### src/rtl/ysyx_idu_decode.sv
// RV32I/RV32E decode stage: one skid-free pipeline register between IFU and EXU.
// Illegal encodings still flow down the pipe as a SYSTEM bundle so EXU can trap.
module ysyx_idu_decode #(
    parameter int unsigned ADDR_W = 32,
    parameter int unsigned DATA_W = 32,
    parameter int unsigned NR_REG = 16
) (
    input  logic              clk,
    input  logic              rst,
    input  logic              prev_valid,
    output logic              ready_o,
    input  logic [31:0]       inst_i,
    input  logic [ADDR_W-1:0] pc_i,
    input  logic              flush,
    input  logic              next_ready,
    output logic              valid_o,
    output logic [ADDR_W-1:0] pc_o,
    output logic [4:0]        rs1_o,
    output logic [4:0]        rs2_o,
    output logic [4:0]        rd_o,
    output logic [DATA_W-1:0] imm_o,
    output logic [2:0]        op_type_o,
    output logic [3:0]        alu_op_o,
    output logic              alu_src_imm_o,
    output logic [2:0]        funct3_o,
    output logic              wen_o,
    output logic              sys_o,
    output logic              illegal_o
);

    localparam logic [4:0] OpcLoad    = 5'b00000;
    localparam logic [4:0] OpcMiscMem = 5'b00011;
    localparam logic [4:0] OpcOpImm   = 5'b00100;
    localparam logic [4:0] OpcAuipc   = 5'b00101;
    localparam logic [4:0] OpcStore   = 5'b01000;
    localparam logic [4:0] OpcOp      = 5'b01100;
    localparam logic [4:0] OpcLui     = 5'b01101;
    localparam logic [4:0] OpcBranch  = 5'b11000;
    localparam logic [4:0] OpcJalr    = 5'b11001;
    localparam logic [4:0] OpcJal     = 5'b11011;
    localparam logic [4:0] OpcSystem  = 5'b11100;

    localparam logic [2:0] OpAlu    = 3'd0;
    localparam logic [2:0] OpLoad   = 3'd1;
    localparam logic [2:0] OpStore  = 3'd2;
    localparam logic [2:0] OpBranch = 3'd3;
    localparam logic [2:0] OpJal    = 3'd4;
    localparam logic [2:0] OpJalr   = 3'd5;
    localparam logic [2:0] OpLui    = 3'd6;
    localparam logic [2:0] OpSys    = 3'd7;

    localparam logic [3:0] AluAdd = 4'd0;

    function automatic logic [3:0] alu_of(input logic [2:0] f3, input logic alt);
        logic [3:0] op;
        case (f3)
            3'd0:    op = alt ? 4'd1 : 4'd0;
            3'd1:    op = 4'd2;
            3'd2:    op = 4'd3;
            3'd3:    op = 4'd4;
            3'd4:    op = 4'd5;
            3'd5:    op = alt ? 4'd7 : 4'd6;
            3'd6:    op = 4'd8;
            default: op = 4'd9;
        endcase
        return op;
    endfunction

    logic [4:0]  opcode;
    logic [2:0]  f3;
    logic [6:0]  f7;
    logic [4:0]  rs1_f, rs2_f, rd_f;
    logic [31:0] imm_i, imm_s, imm_b, imm_u, imm_j;

    assign opcode = inst_i[6:2];
    assign f3     = inst_i[14:12];
    assign f7     = inst_i[31:25];
    assign rs1_f  = inst_i[19:15];
    assign rs2_f  = inst_i[24:20];
    assign rd_f   = inst_i[11:7];
    assign imm_i  = {{20{inst_i[31]}}, inst_i[31:20]};
    assign imm_s  = {{20{inst_i[31]}}, inst_i[31:25], inst_i[11:7]};
    assign imm_b  = {{20{inst_i[31]}}, inst_i[7], inst_i[30:25], inst_i[11:8], 1'b0};
    assign imm_u  = {inst_i[31:12], 12'b0};
    assign imm_j  = {{12{inst_i[31]}}, inst_i[19:12], inst_i[20], inst_i[30:21], 1'b0};

    logic              valid_q, valid_d;
    logic [ADDR_W-1:0] pc_q;
    logic [4:0]        rs1_q, rs1_d, rs2_q, rs2_d, rd_q, rd_d;
    logic [DATA_W-1:0] imm_q, imm_d;
    logic [2:0]        op_q, op_d;
    logic [3:0]        alu_q, alu_d;
    logic              src_q, src_d;
    logic [2:0]        f3_q, f3_d;
    logic              wen_q, wen_d;
    logic              sys_q, sys_d;
    logic              ill_q, ill_d;

    logic [31:0] imm32;
    logic        wen_raw;
    logic        bad;
    logic        rs1_zimm;
    logic        reg_bad;
    logic        accept;

    assign ready_o = !valid_q || next_ready;
    assign accept  = prev_valid && ready_o && !flush;

    always_comb begin
        rs1_d    = '0;
        rs2_d    = '0;
        rd_d     = '0;
        imm32    = '0;
        op_d     = OpAlu;
        alu_d    = AluAdd;
        src_d    = 1'b0;
        f3_d     = f3;
        wen_raw  = 1'b0;
        sys_d    = 1'b0;
        bad      = 1'b0;
        rs1_zimm = 1'b0;

        case (opcode)
            OpcLui: begin
                rd_d = rd_f; imm32 = imm_u; op_d = OpLui; src_d = 1'b1; wen_raw = 1'b1;
            end
            OpcAuipc: begin
                rd_d = rd_f; imm32 = imm_u; op_d = OpSys; src_d = 1'b1; wen_raw = 1'b1;
            end
            OpcJal: begin
                rd_d = rd_f; imm32 = imm_j; op_d = OpJal; src_d = 1'b1; wen_raw = 1'b1;
            end
            OpcJalr: begin
                rs1_d = rs1_f; rd_d = rd_f; imm32 = imm_i; op_d = OpJalr;
                src_d = 1'b1; wen_raw = 1'b1;
                bad = (f3 != 3'd0);
            end
            OpcBranch: begin
                rs1_d = rs1_f; rs2_d = rs2_f; imm32 = imm_b; op_d = OpBranch;
                bad = (f3 == 3'd2) || (f3 == 3'd3);
            end
            OpcLoad: begin
                rs1_d = rs1_f; rd_d = rd_f; imm32 = imm_i; op_d = OpLoad;
                src_d = 1'b1; wen_raw = 1'b1;
                bad = (f3 == 3'd3) || (f3 == 3'd6) || (f3 == 3'd7);
            end
            OpcStore: begin
                rs1_d = rs1_f; rs2_d = rs2_f; imm32 = imm_s; op_d = OpStore; src_d = 1'b1;
                bad = (f3 > 3'd2);
            end
            OpcOpImm: begin
                rs1_d = rs1_f; rd_d = rd_f; imm32 = imm_i; src_d = 1'b1; wen_raw = 1'b1;
                alu_d = alu_of(f3, (f3 == 3'd5) && f7[5]);
                // Shift-immediates carry funct7 in the upper immediate bits
                bad = ((f3 == 3'd1) && (f7 != 7'h00)) ||
                      ((f3 == 3'd5) && (f7 != 7'h00) && (f7 != 7'h20));
            end
            OpcOp: begin
                rs1_d = rs1_f; rs2_d = rs2_f; rd_d = rd_f; wen_raw = 1'b1;
                alu_d = alu_of(f3, f7[5]);
                bad = !((f7 == 7'h00) || ((f7 == 7'h20) && ((f3 == 3'd0) || (f3 == 3'd5))));
            end
            OpcMiscMem: begin
                imm32 = imm_i;
                bad   = (f3 != 3'd0);
            end
            OpcSystem: begin
                imm32 = imm_i; op_d = OpSys; sys_d = 1'b1;
                if (f3 == 3'd0) begin
                    bad = !((inst_i == 32'h0000_0073) || (inst_i == 32'h0010_0073) ||
                            (inst_i == 32'h3020_0073));
                end else if (f3 == 3'd4) begin
                    bad = 1'b1;
                end else begin
                    rs1_d = rs1_f; rd_d = rd_f; wen_raw = 1'b1;
                    rs1_zimm = f3[2];
                end
            end
            default: bad = 1'b1;
        endcase

        // csrr*i reuses the rs1 field as a 5-bit immediate, so it is not range-checked
        reg_bad = ((32'(rs1_d) >= NR_REG) && !rs1_zimm) ||
                  (32'(rs2_d) >= NR_REG) || (32'(rd_d) >= NR_REG);
        ill_d   = bad || reg_bad || (inst_i[1:0] != 2'b11);

        if (ill_d) begin
            rs1_d   = '0;
            rs2_d   = '0;
            rd_d    = '0;
            imm32   = '0;
            op_d    = OpSys;
            alu_d   = AluAdd;
            src_d   = 1'b0;
            f3_d    = '0;
            wen_raw = 1'b0;
            sys_d   = 1'b1;
        end

        wen_d = wen_raw && (rd_d != 5'd0);
        imm_d = DATA_W'($signed(imm32));
    end

    always_comb begin
        valid_d = valid_q;
        if (flush) begin
            valid_d = 1'b0;
        end else if (accept) begin
            valid_d = 1'b1;
        end else if (next_ready) begin
            valid_d = 1'b0;
        end
    end

    always_ff @(posedge clk) begin
        if (rst) begin
            valid_q <= 1'b0;
            pc_q    <= '0;
            rs1_q   <= '0;
            rs2_q   <= '0;
            rd_q    <= '0;
            imm_q   <= '0;
            op_q    <= '0;
            alu_q   <= '0;
            src_q   <= 1'b0;
            f3_q    <= '0;
            wen_q   <= 1'b0;
            sys_q   <= 1'b0;
            ill_q   <= 1'b0;
        end else begin
            valid_q <= valid_d;
            if (accept) begin
                pc_q  <= pc_i;
                rs1_q <= rs1_d;
                rs2_q <= rs2_d;
                rd_q  <= rd_d;
                imm_q <= imm_d;
                op_q  <= op_d;
                alu_q <= alu_d;
                src_q <= src_d;
                f3_q  <= f3_d;
                wen_q <= wen_d;
                sys_q <= sys_d;
                ill_q <= ill_d;
            end
        end
    end

    assign valid_o       = valid_q;
    assign pc_o          = pc_q;
    assign rs1_o         = rs1_q;
    assign rs2_o         = rs2_q;
    assign rd_o          = rd_q;
    assign imm_o         = imm_q;
    assign op_type_o     = op_q;
    assign alu_op_o      = alu_q;
    assign alu_src_imm_o = src_q;
    assign funct3_o      = f3_q;
    assign wen_o         = wen_q;
    assign sys_o         = sys_q;
    assign illegal_o     = ill_q;

endmodule

### config.mk
export PLATFORM = sky130hd
export DESIGN_NAME = ysyx_idu_decode
export DESIGN_NICKNAME = d
export VERILOG_FILES = /design/src/rtl/ysyx_idu_decode.sv
export SDC_FILE = /design/constraint.sdc
export NUM_CORES = 1
export LEC_CHECK = 0
export BUFFER_PORTS_ARGS = -buffer_cell sky130_fd_sc_hd__clkbuf_2
export CAP_MARGIN = 10
export CELL_PAD_IN_SITES_DETAIL_PLACEMENT = 0
export CELL_PAD_IN_SITES_GLOBAL_PLACEMENT = 1
export CORE_UTILIZATION = 37
export CTS_CLUSTER_SIZE = 12
export DETAILED_ROUTE_END_ITERATION = 7
export GPL_ROUTABILITY_DRIVEN = 1
export PLACE_DENSITY = 0.9
export SETUP_SLACK_MARGIN = 0.4
export SLEW_MARGIN = 25
export SYNTH_ARGS = -nofsm -noshare
export SYNTH_HDL_FRONTEND = slang
export SYNTH_SLANG_ARGS = --single-unit
### constraint.sdc
create_clock -name clk -period 5.87 [get_ports clk]
set_input_delay 0.587 -clock clk [delete_from_list [all_inputs] [get_ports clk]]
set_output_delay 0.587 -clock clk [all_outputs]
set_load 0.01 [all_outputs]
==> results of run 1 <==
-- layout by cell type, fill, tap and decap left out, drive strengths merged, types with 3 or more instances in the layout --
cell type / count
and3: 3
nor2: 19
inv: 27
nor4: 9
o22ai: 4
a22oi: 8
and2: 5
o31ai: 16
clkbuf: 174
nor3: 10
o21ai: 25
o221a: 3
nand3: 8
nand4b: 3
or4: 3
a21oi: 54
nand2: 123
o211ai: 14
a32o: 10
nor2b: 8
nand2b: 3
buf: 4
dfxtp: 94
nand4: 8
-- state kept, by name (all words and copies together) (netlist names), 3 cells and up --
| register | cells |
|---|---|
| rs2_o | 5 |
| rs1_o | 5 |
| pc_o | 32 |
| alu_op_o | 4 |
| funct3_o | 3 |
| imm_o | 32 |
| rd_o | 5 |
| op_type_o | 3 |
-- power groups by stage --
stage          logic (uW)  clock network (uW)  registers, uW
4_1_cts               166                 500            658
3_5_place_dp          165                   0            673
6_report              168                 488            658
3_3_place_gp          162                   0            672
5_1_grt               184                 525            659
2_1_floorplan        85.6                   0            679
-- routing by layer --
layer	vias up	wire length [microns]	track usage	part of all wire
met5	-	0	0	0
met4	0	518	0.116	0.039
met3	40	1110	0.0508	0.084
met2	229	6160	0.364	0.46
met1	2014	5480	0.288	0.41
li1	2130	-	-	-
-- how the worst max path moves through the flow --
stage	to	slack [ns]
after floorplan	rs2_o[0]	3.04
after detailed placement	imm_o[14]	2.42
after CTS	imm_o[14]	2.80
after global routing	imm_o[15]	2.71
after global placement	imm_o[25]	2.43
final	imm_o[15]	2.84
-- final cells by class --
type / instances / area [sq um]
Fill cell: 1119 / 5600
Multi-Input combinational cell: 365 / 2030
Sequential cell: 94 / 1880
Timing Repair Buffer: 167 / 866
Tap cell: 140 / 175
Clock buffer: 11 / 151
Inverter: 27 / 101
Clock inverter: 5 / 81.3
-- cells by family (layout without fill, tap and decap cells) --
group	count (synthesis)	after routing	share of synthesized area
AND/OR/NAND/NOR	210	210	0.242
AO/OA/AOI/OAI	152	152	0.238
flip-flops	94	94	0.454
buffers and inverters	64	210	0.0586
multiplexers	2	2	0.00513
XOR/XNOR	1	1	0.00211
-- tightest hold or removal path: stages --
cell	delay [ns]
clkbuf_2	0.08
nand2_1	0.04
a21oi_1	0.05
-- stage by stage --
step / setup slack (ns) / cells / hold WS (ns)
global route: 2.71 / 809 / 0.424
global placement: 2.43 / 792 / 0.437
floorplan: 3.04 / 523 / 0.476
CTS: 2.80 / 809 / 0.426
finish: 2.84 / 809 / 0.441
detailed placement: 2.42 / 793 / 0.445
==> results by group, run 1 <==
Outcome
  • Outcome: complete, no violations

CTS
  • Root Buffer: clkbuf_8
  • Total CTS buffers: 9
  • CTS sink cnt: 94
  • Post-CTS sizing: 0
  • Skew-Pair Late Insertion Delay: 0.36 ns
  • Post-CTS Hold Fix Bufs: 0
  • CTS tree: yes
  • CTS max path bufs: 2
  • Postcts setup bufs: 0
  • CTS clk-pin slew, worst paths: 0.09 ns
  • H-tree depth: 3

Power and ir drop
  • Maximum VDD drop: 0.000103 V
  • Sw frac: 0.259
  • Total power draw: 1310 uW
  • Internal cell power: 973 uW
  • Static leakage: 0.00228 uW
  • Comb pwr share: 0.128
  • Sw power: 341 uW
  • Clock Power Share: 0.371
  • Sequential share of power: 0.501
  • PD cells: 248 nW/um^2

Die
  • IO Pins: 164
  • Die height: 108 microns
  • Row count: 38
  • Die ar.: 11600 sq um
  • Core footprint: 10900 sq um
  • Die W: 108 microns
  • Starting Density: 0.381

Worst setup path
  • Crit Path Category: input pin to register
  • Crit end category: register
  • CP max stage cell: or4_4
  • Stages on worst setup path: 7
  • Worst Path Required: 6.13 ns
  • Crit-path max cell delay: 0.55 ns
  • Crit path max fanout: 14
  • CP Launch Point: inst_i[25]
  • R2R Setup Slk: 3.16 ns
  • Buffers & Inverters on Critical Path: 1
  • Arrival @ worst endpoint: 3.29 ns
  • Worst reg2reg path startpoint: valid_o
  • Worst r2r dst: imm_o[15]
  • Type of origin of the critical path: input pin
  • CP delay by family, top: simple AND/OR/NAND/NOR gates
  • FF-to-FF path depth: 6
  • CP Cell Sequence: clkbuf_2 -> or4_4 -> or4_1 -> o311a_1 -> nor3_4 -> nand4_1 -> o21ai_0

Logic synthesis
  • Number of distinct library cells after synthesis: 51
  • Top-area cell type share of the netlist area: 0.454
  • FFs w/ async S/R, synth: 0
  • Post-synth top area cell: dfxtp_1
  • Cell Area, Synth: 4140 sq um
  • Post-synth top flop: dfxtp_1
  • Register area share after synthesis: 0.454
  • Yosys warning total: 0
  • Synth area leaders: dfxtp_1 (45%), nand2_1 (11%), a21oi_1 (6.5%), o21ai_0 (3.0%), clkbuf_1 (2.9%)
  • Most common library cells after synthesis: nand2_1 (123), dfxtp_1 (94), a21oi_1 (54), clkbuf_1 (32), inv_1 (27)
  • EDFF count, synth: 0
  • Post-Synthesis Cells: 523
  • Yosys reg bits: 94
  • Syn Nets: 592
  • Syn_area_per_cell: 7.92 sq um
  • Cell with the most instances after synthesis: nand2_1

Route
  • DR vias: 4413
  • Antenna viol nets, final: 0
  • Via/cell ratio: 5.45
  • Iter 0 DRT Violations: 461
  • Wirelength, routed: 13300 microns
  • Post-route DRC: 0
  • Detailed Routing Iterations Pass 1: 5
  • WL/cell: 16.4 microns

Min path
  • Hold crit path type: input pin to register
  • Hold path cells: 3
  • Hold Path Origin: pc_i[7]
  • Hold endpoint: pc_o[7]

Timing
  • Setup repair after global routing missed its margin: false
  • Worst Max-Slew Pin Slew: 0.965 ns
  • Crit path time final: 3.03 ns
  • Max Slew Vio Count: 0
  • Final period util: 0.515
  • Setup violations, final: 0
  • Setup TNS: 0 ns
  • Max-slew headroom: 0.354
  • Final hold violations: 0
  • Max Clk Rate: 0.330 GHz
  • Clock Skew: 0.00606 ns

GRT
  • Vias in the first global route: 3993
  • First-pass GRT wire length: 20500 microns
  • Total global-route track usage: 0.228
  • Overflow after GRT: 0
  • Largest net degree at the start of global routing: 53
  • Antenna violations before repair: 0

Cells and area
  • Layout cell share with drive strength beyond 1: 0.291
  • Final core occ: 0.486
  • Area grow syn2layout: 27.7%
  • Final instance area: 5290 sq um
  • Nets: 733
  • Diode count: 0

Job
  • Max cap viols: 0

Place
  • Placer Congestion: 0.920
  • Detailed Place HPWL: 10100 microns
  • Port Buffers: 163
  • Placed cell area: 5060 sq um
(Power assumes the default switching activity.)
==> run 2, diff against run 1 <==
Settings changed: CORE_UTILIZATION 37 to 34, PLACE_DENSITY 0.9 to 0.84.
Clock period 5.87 ns to 2.84 ns, I/O delays scaled along.
==> results by group, run 2 (synthesis results as in run 1) <==
Outcome
  • Outcome: complete, no violations

Cells and area
  • Fill cell count: 1160 (+3.7%)
  • Diode count: 0 (unchanged)
  • Area grow syn2layout: 33.5%
  • Commonest cells after routing, fill and taps aside: clkbuf_2 (163), nand2_1 (123), dfxtp_1 (94)
  • Most common cell after layout, fill and taps aside: clkbuf_2
  • Layout cell share with drive strength beyond 1: 0.308 (+0.0170)
  • Nets: 748 (+2.0%)

Worst setup path
  • Crit end category: register
  • Crit path max fanout: 11 (-3)
  • Worst Path Required: 3.10 ns (-3.03 ns)
  • R2R Setup Slk: 0.72 ns (-2.44 ns)
  • CP Launch Point: inst_i[25]
  • Worst reg2reg path startpoint: valid_o
  • Type of origin of the critical path: input pin
  • Crit Path Category: input pin to register
  • Arrival @ worst endpoint: 2.58 ns (-0.71 ns)

CTS
  • Skew-Pair Late Insertion Delay: 0.34 ns (-0.02 ns)
  • Root Buffer: clkbuf_16
  • CTS tree: yes
  • H-tree depth: 3 (unchanged)
  • CTS max path bufs: 2 (unchanged)
  • Total CTS buffers: 9 (unchanged)
  • CTS sink cnt: 94 (unchanged)
  • CTS clk-pin slew, worst paths: 0.07 ns (-0.02 ns)

Route
  • Wirelength, routed: 13400 microns (+1.2%)
  • Iter 0 DRT Violations: 354 (-23%)
  • WL/cell: 16.2 microns (-0.96%)
  • Post-route DRC: 0 (unchanged)
  • Via/cell ratio: 5.36 (-1.8%)
  • DR vias: 4429 (+0.36%)
  • Detailed Routing Iterations Pass 1: 5 (unchanged)
  • Antenna viol nets, final: 0 (unchanged)

Timing
  • Setup TNS: 0 ns (unchanged)
  • Crit path time final: 2.32 ns
  • Max-slew headroom: 0.549 (+0.194)
  • Final hold violations: 0 (unchanged)
  • Setup repair after global routing missed its margin: false
  • Final period util: 0.817
  • Clock Skew: 0.00753 ns (+0.00147 ns)
  • Max Clk Rate: 0.431 GHz
  • WHS: 0.156 ns (-0.285 ns)
  • Worst Max-Slew Pin Slew: 0.677 ns (-0.288 ns)
  • Setup violations, final: 0 (unchanged)
  • Max Slew Vio Count: 0 (unchanged)

Job
  • Max cap viols: 0 (unchanged)

GRT
  • Antenna violations before repair: 0 (unchanged)
  • Overflow after GRT: 0 (unchanged)
  • First-pass GRT wire length: 21400 microns (+4.8%)
  • Total global-route track usage: 0.215 (-0.0131)
  • Vias in the first global route: 4196 (+5.1%)
  • Largest net degree at the start of global routing: 54 (+1.9%)

Die
  • Row count: 39 (+2.6%)
  • Die ar.: 12600 sq um (+8.7%)
  • Core footprint: 11700 sq um (+7.1%)
  • Starting Density: 0.355 (-0.0253)
  • Die W: 112 microns (+4.2%)
  • IO Pins: 164 (unchanged)
  • Die height: 112 microns (+4.2%)

Place
  • Detailed Place HPWL: 10300 microns (+2.2%)
  • Port Buffers: 163 (unchanged)
  • Placer Congestion: 0.949 (+3.2%)

Min path
  • Hold crit path type: input pin to register
  • Hold Path Origin: flush

Power and ir drop
  • PD cells: 547 nW/um^2 (+120%)
  • Maximum VDD drop: 0.000292 V (+180%)
  • Static leakage: 0.00242 uW (+5.9%)
[run 2: critical path, stage by stage]
cell and delay [ns]:
clkbuf_2 0.09, or4_4 0.55, or4_4 0.43, o311a_4 0.35, nor3_4 0.29, buf_4 0.18, nand3_1 0.07, buf_4 0.17
o211ai_1 0.16
[run 2: path summary, 6_finish.rpt]
| check | end | cells after the start |
|---|---|---|
| max reg2reg | imm_o[20] | 8 |
| min | valid_o | 2 |
| min reg2reg | pc_o[18] | 2 |
| max | imm_o[20] | 9 |
[run 2: area by class of cell]
| cell class | instances | area [sq um] | share of cell area |
|---|---|---|---|
| Inverter | 27 | 101 | 0.0183 |
| Clock buffer | 10 | 239 | 0.0432 |
| Clock inverter | 6 | 92.6 | 0.0167 |
| Sequential cell | 94 | 1880 | 0.340 |
| Timing Repair Buffer | 182 | 982 | 0.178 |
| Multi-Input combinational cell | 365 | 2060 | 0.372 |
| Tap cell | 143 | 179 | 0.0323 |
[run 2: where the power goes]
part | switching [uW] | internal (uW) | total [uW]
registers | 13.7 | 1350 | 1360
logic | 228 | 130 | 359
clock network | 510 | 800 | 1310
total | 753 | 2280 | 3030
[run 2: timing repair]
action	4_1_cts	5_1_grt
setup buffers	0	1
gates resized for setup	0	4
setup endpoints to repair	0	26
hold buffers	0	0
hold endpoints to repair	0	0
[run 2: metrics by stage]
step	util	setup slack, ns	instances	cell area [sq um]	total power [uW]
detailed placement	0.441	0.0936	809	5150	1740
global placement	0.441	0.155	809	5150	1740
floorplan	-	0.381	523	4160	1580
CTS	0.470	0.451	825	5480	3050
global route	0.474	0.410	827	5530	3140
finish	0.474	0.520	827	5530	3030
[run 2: metal layers]
layer  wire length (microns)  vias to the layer above  track usage
met4                     358                        0       0.0907
met5                       0                        -            0
li1                        -                     2171            -
met1                    5990                     2052        0.274
met2                    6340                      180        0.361
met3                     738                       26       0.0346
==> run 3, diff against run 2 <==
Clock period 2.84 ns to 2.2 ns, I/O delays scaled along.
==> results by group, run 3 (synthesis results as in run 1) <==
Die
  • Die W: 112 microns (unchanged)
  • Die height: 112 microns (unchanged)
  • Die ar.: 12600 sq um (unchanged)
  • Starting Density: 0.355 (unchanged)
  • IO Pins: 164 (unchanged)
  • Row count: 39 (unchanged)
  • Core footprint: 11700 sq um (unchanged)

CTS
  • Root Buffer: clkbuf_16
  • Skew-Pair Late Insertion Delay: 0.34 ns (about the same)
  • CTS tree: yes
  • Post-CTS Hold Fix Bufs: 0 (unchanged)
  • CTS sink cnt: 94 (unchanged)
  • H-tree depth: 3 (unchanged)
  • CTS max path bufs: 2 (unchanged)
  • CTS clk-pin slew, worst paths: 0.07 ns (about the same)
  • Total CTS buffers: 9 (unchanged)

Timing
  • Max-slew headroom: 0.318 (-0.230)
  • Final hold violations: 0 (unchanged)
  • Clock Skew: 0.00477 ns (-0.00275 ns)
  • Setup repair after global routing missed its margin: true
  • Final worst setup slack: -0.101 ns (-0.621 ns)
  • Max Slew Vio Count: 0 (unchanged)
  • Worst Max-Slew Pin Slew: 1.02 ns (+0.345 ns)
  • Final period util: 1.05
  • Max Clk Rate: 0.435 GHz
  • Setup violations, final: 36 (+36)
  • Crit path time final: 2.30 ns

GRT
  • Antenna violations before repair: 0 (unchanged)
  • Overflow after GRT: 0 (unchanged)
  • First-pass GRT wire length: 23300 microns (+8.8%)
  • Largest net degree at the start of global routing: 43 (-20%)
  • Vias in the first global route: 4378 (+4.3%)
  • Total global-route track usage: 0.237 (+0.0214)

Power and ir drop
  • Total power draw: 3990 uW (+32%)
  • Static leakage: 0.00274 uW (+13%)
  • PD cells: 645 nW/um^2 (+18%)
  • Maximum VDD drop: 0.000448 V (+53%)

Worst setup path
  • FF-to-FF path depth: 9 (+1)
  • Worst reg2reg path startpoint: valid_o
  • Crit Path Category: input pin to register
  • Arrival @ worst endpoint: 2.56 ns (-0.02 ns)
  • Worst Path Required: 2.46 ns (-0.64 ns)
  • Worst r2r dst: rs1_o[2]
  • Type of origin of the critical path: input pin
  • Crit end category: register
  • R2R Setup Slk: 0 ns (-0.72 ns)
  • Crit path max fanout: 8 (-3)

Cells and area
  • Commonest cells after routing, fill and taps aside: clkbuf_2 (162), nand2_1 (123), dfxtp_1 (94)
  • Area grow syn2layout: 49.2%
  • Nets: 797 (+6.6%)
  • Layout cell share with drive strength beyond 1: 0.391 (+0.0822)
  • Fill cell count: 1129 (-2.7%)
  • Most common cell after layout, fill and taps aside: clkbuf_2
  • Final core occ: 0.530 (+0.0557)
  • Diode count: 0 (unchanged)

Outcome
  • Failing checks: negative setup slack
  • Outcome: finished, violations left

Min path
  • Hold crit path type: input pin to register
  • Hold endpoint: valid_o
  • Hold Path Origin: flush
  • Hold path cells: 2 (unchanged)

Place
  • Placer Congestion: 0.989 (+4.3%)
  • Port Buffers: 163 (unchanged)
  • Detailed Place HPWL: 11300 microns (+8.9%)

Route
  • Antenna viol nets, final: 0 (unchanged)
  • Via/cell ratio: 5.37 (+0.32%)
  • Wirelength, routed: 15200 microns (+13%)
  • DR vias: 4701 (+6.1%)
  • Iter 0 DRT Violations: 494 (+40%)
  • Post-route DRC: 0 (unchanged)
  • WL/cell: 17.3 microns (+6.7%)
  • Detailed Routing Iterations Pass 1: 5 (unchanged)

Job
  • Max cap viols: 0 (unchanged)
-- run 3: metal layers --
metal,part of all wire,track usage,wire [microns]
met1,0.45,0.316,6870
met2,0.47,0.380,7160
met3,0.048,0.0437,725
met4,0.026,0.0898,400
met5,0,0,0
-- run 3: critical path, stage by stage --
cell and delay, ns:
buf_6 0.09, or4_4 0.56, or4_4 0.44, o311a_4 0.34
nor3_4 0.18, buf_6 0.14, nand4_4 0.12, clkbuf_16 0.25
o31ai_4 0.23
-- run 3: what timing repair did --
item,in CTS,in global routing
setup buffers,7,2
cloned,1,1
pin swaps,5,6
gates resized for setup,9,50
endpoints found under the setup margin,59,59
-- run 3: worst max-delay path by stage --
stage / start / to / depth (start not counted)
floorplan: inst_i[25] / rs2_o[0] / 7
global placement: inst_i[25] / rd_o[2] / 7
detailed placement: inst_i[25] / rd_o[1] / 7
CTS: inst_i[25] / rs2_o[3] / 8
global route: inst_i[25] / imm_o[22] / 10
finish: inst_i[25] / rs1_o[2] / 9
-- run 3: area by class of cell --
class | instances | area (sq um) | share of cell area
well taps | 143 | 179 | 0.0289
flip-flops and latches | 94 | 1880 | 0.304
inverters | 27 | 101 | 0.0164
clock buffers | 12 | 246 | 0.0399
multi-input cells | 365 | 2270 | 0.368
repair buffers | 231 | 1430 | 0.231
clock inverters | 3 | 68.8 | 0.0111
-- run 3: through the flow --
step           worst slack [ns]  cell area [sq um]  hold slack, ns  TNS [ns]  instances
6_report                 -0.101               6180          0.0937     -1.99        875
5_1_grt                  -0.133               6180          0.0804     -3.69        875
4_1_cts                 -0.0214               5960          0.0830    -0.263        872
3_5_place_dp             -0.458               5500           0.442    -18.68        849
3_3_place_gp             -0.372               5500           0.428    -16.23        849
2_1_floorplan            -0.138               4180           0.299     -4.28        523
-- run 3: power breakdown --
part / switching [uW] / internal, uW / leakage [uW] / total, uW
Combinational: 332 / 214 / 0.00183 / 546
Clock: 659 / 1020 / 0.000153 / 1680
Sequential: 18.8 / 1740 / 0.000762 / 1760
Total: 1010 / 2980 / 0.00274 / 3990
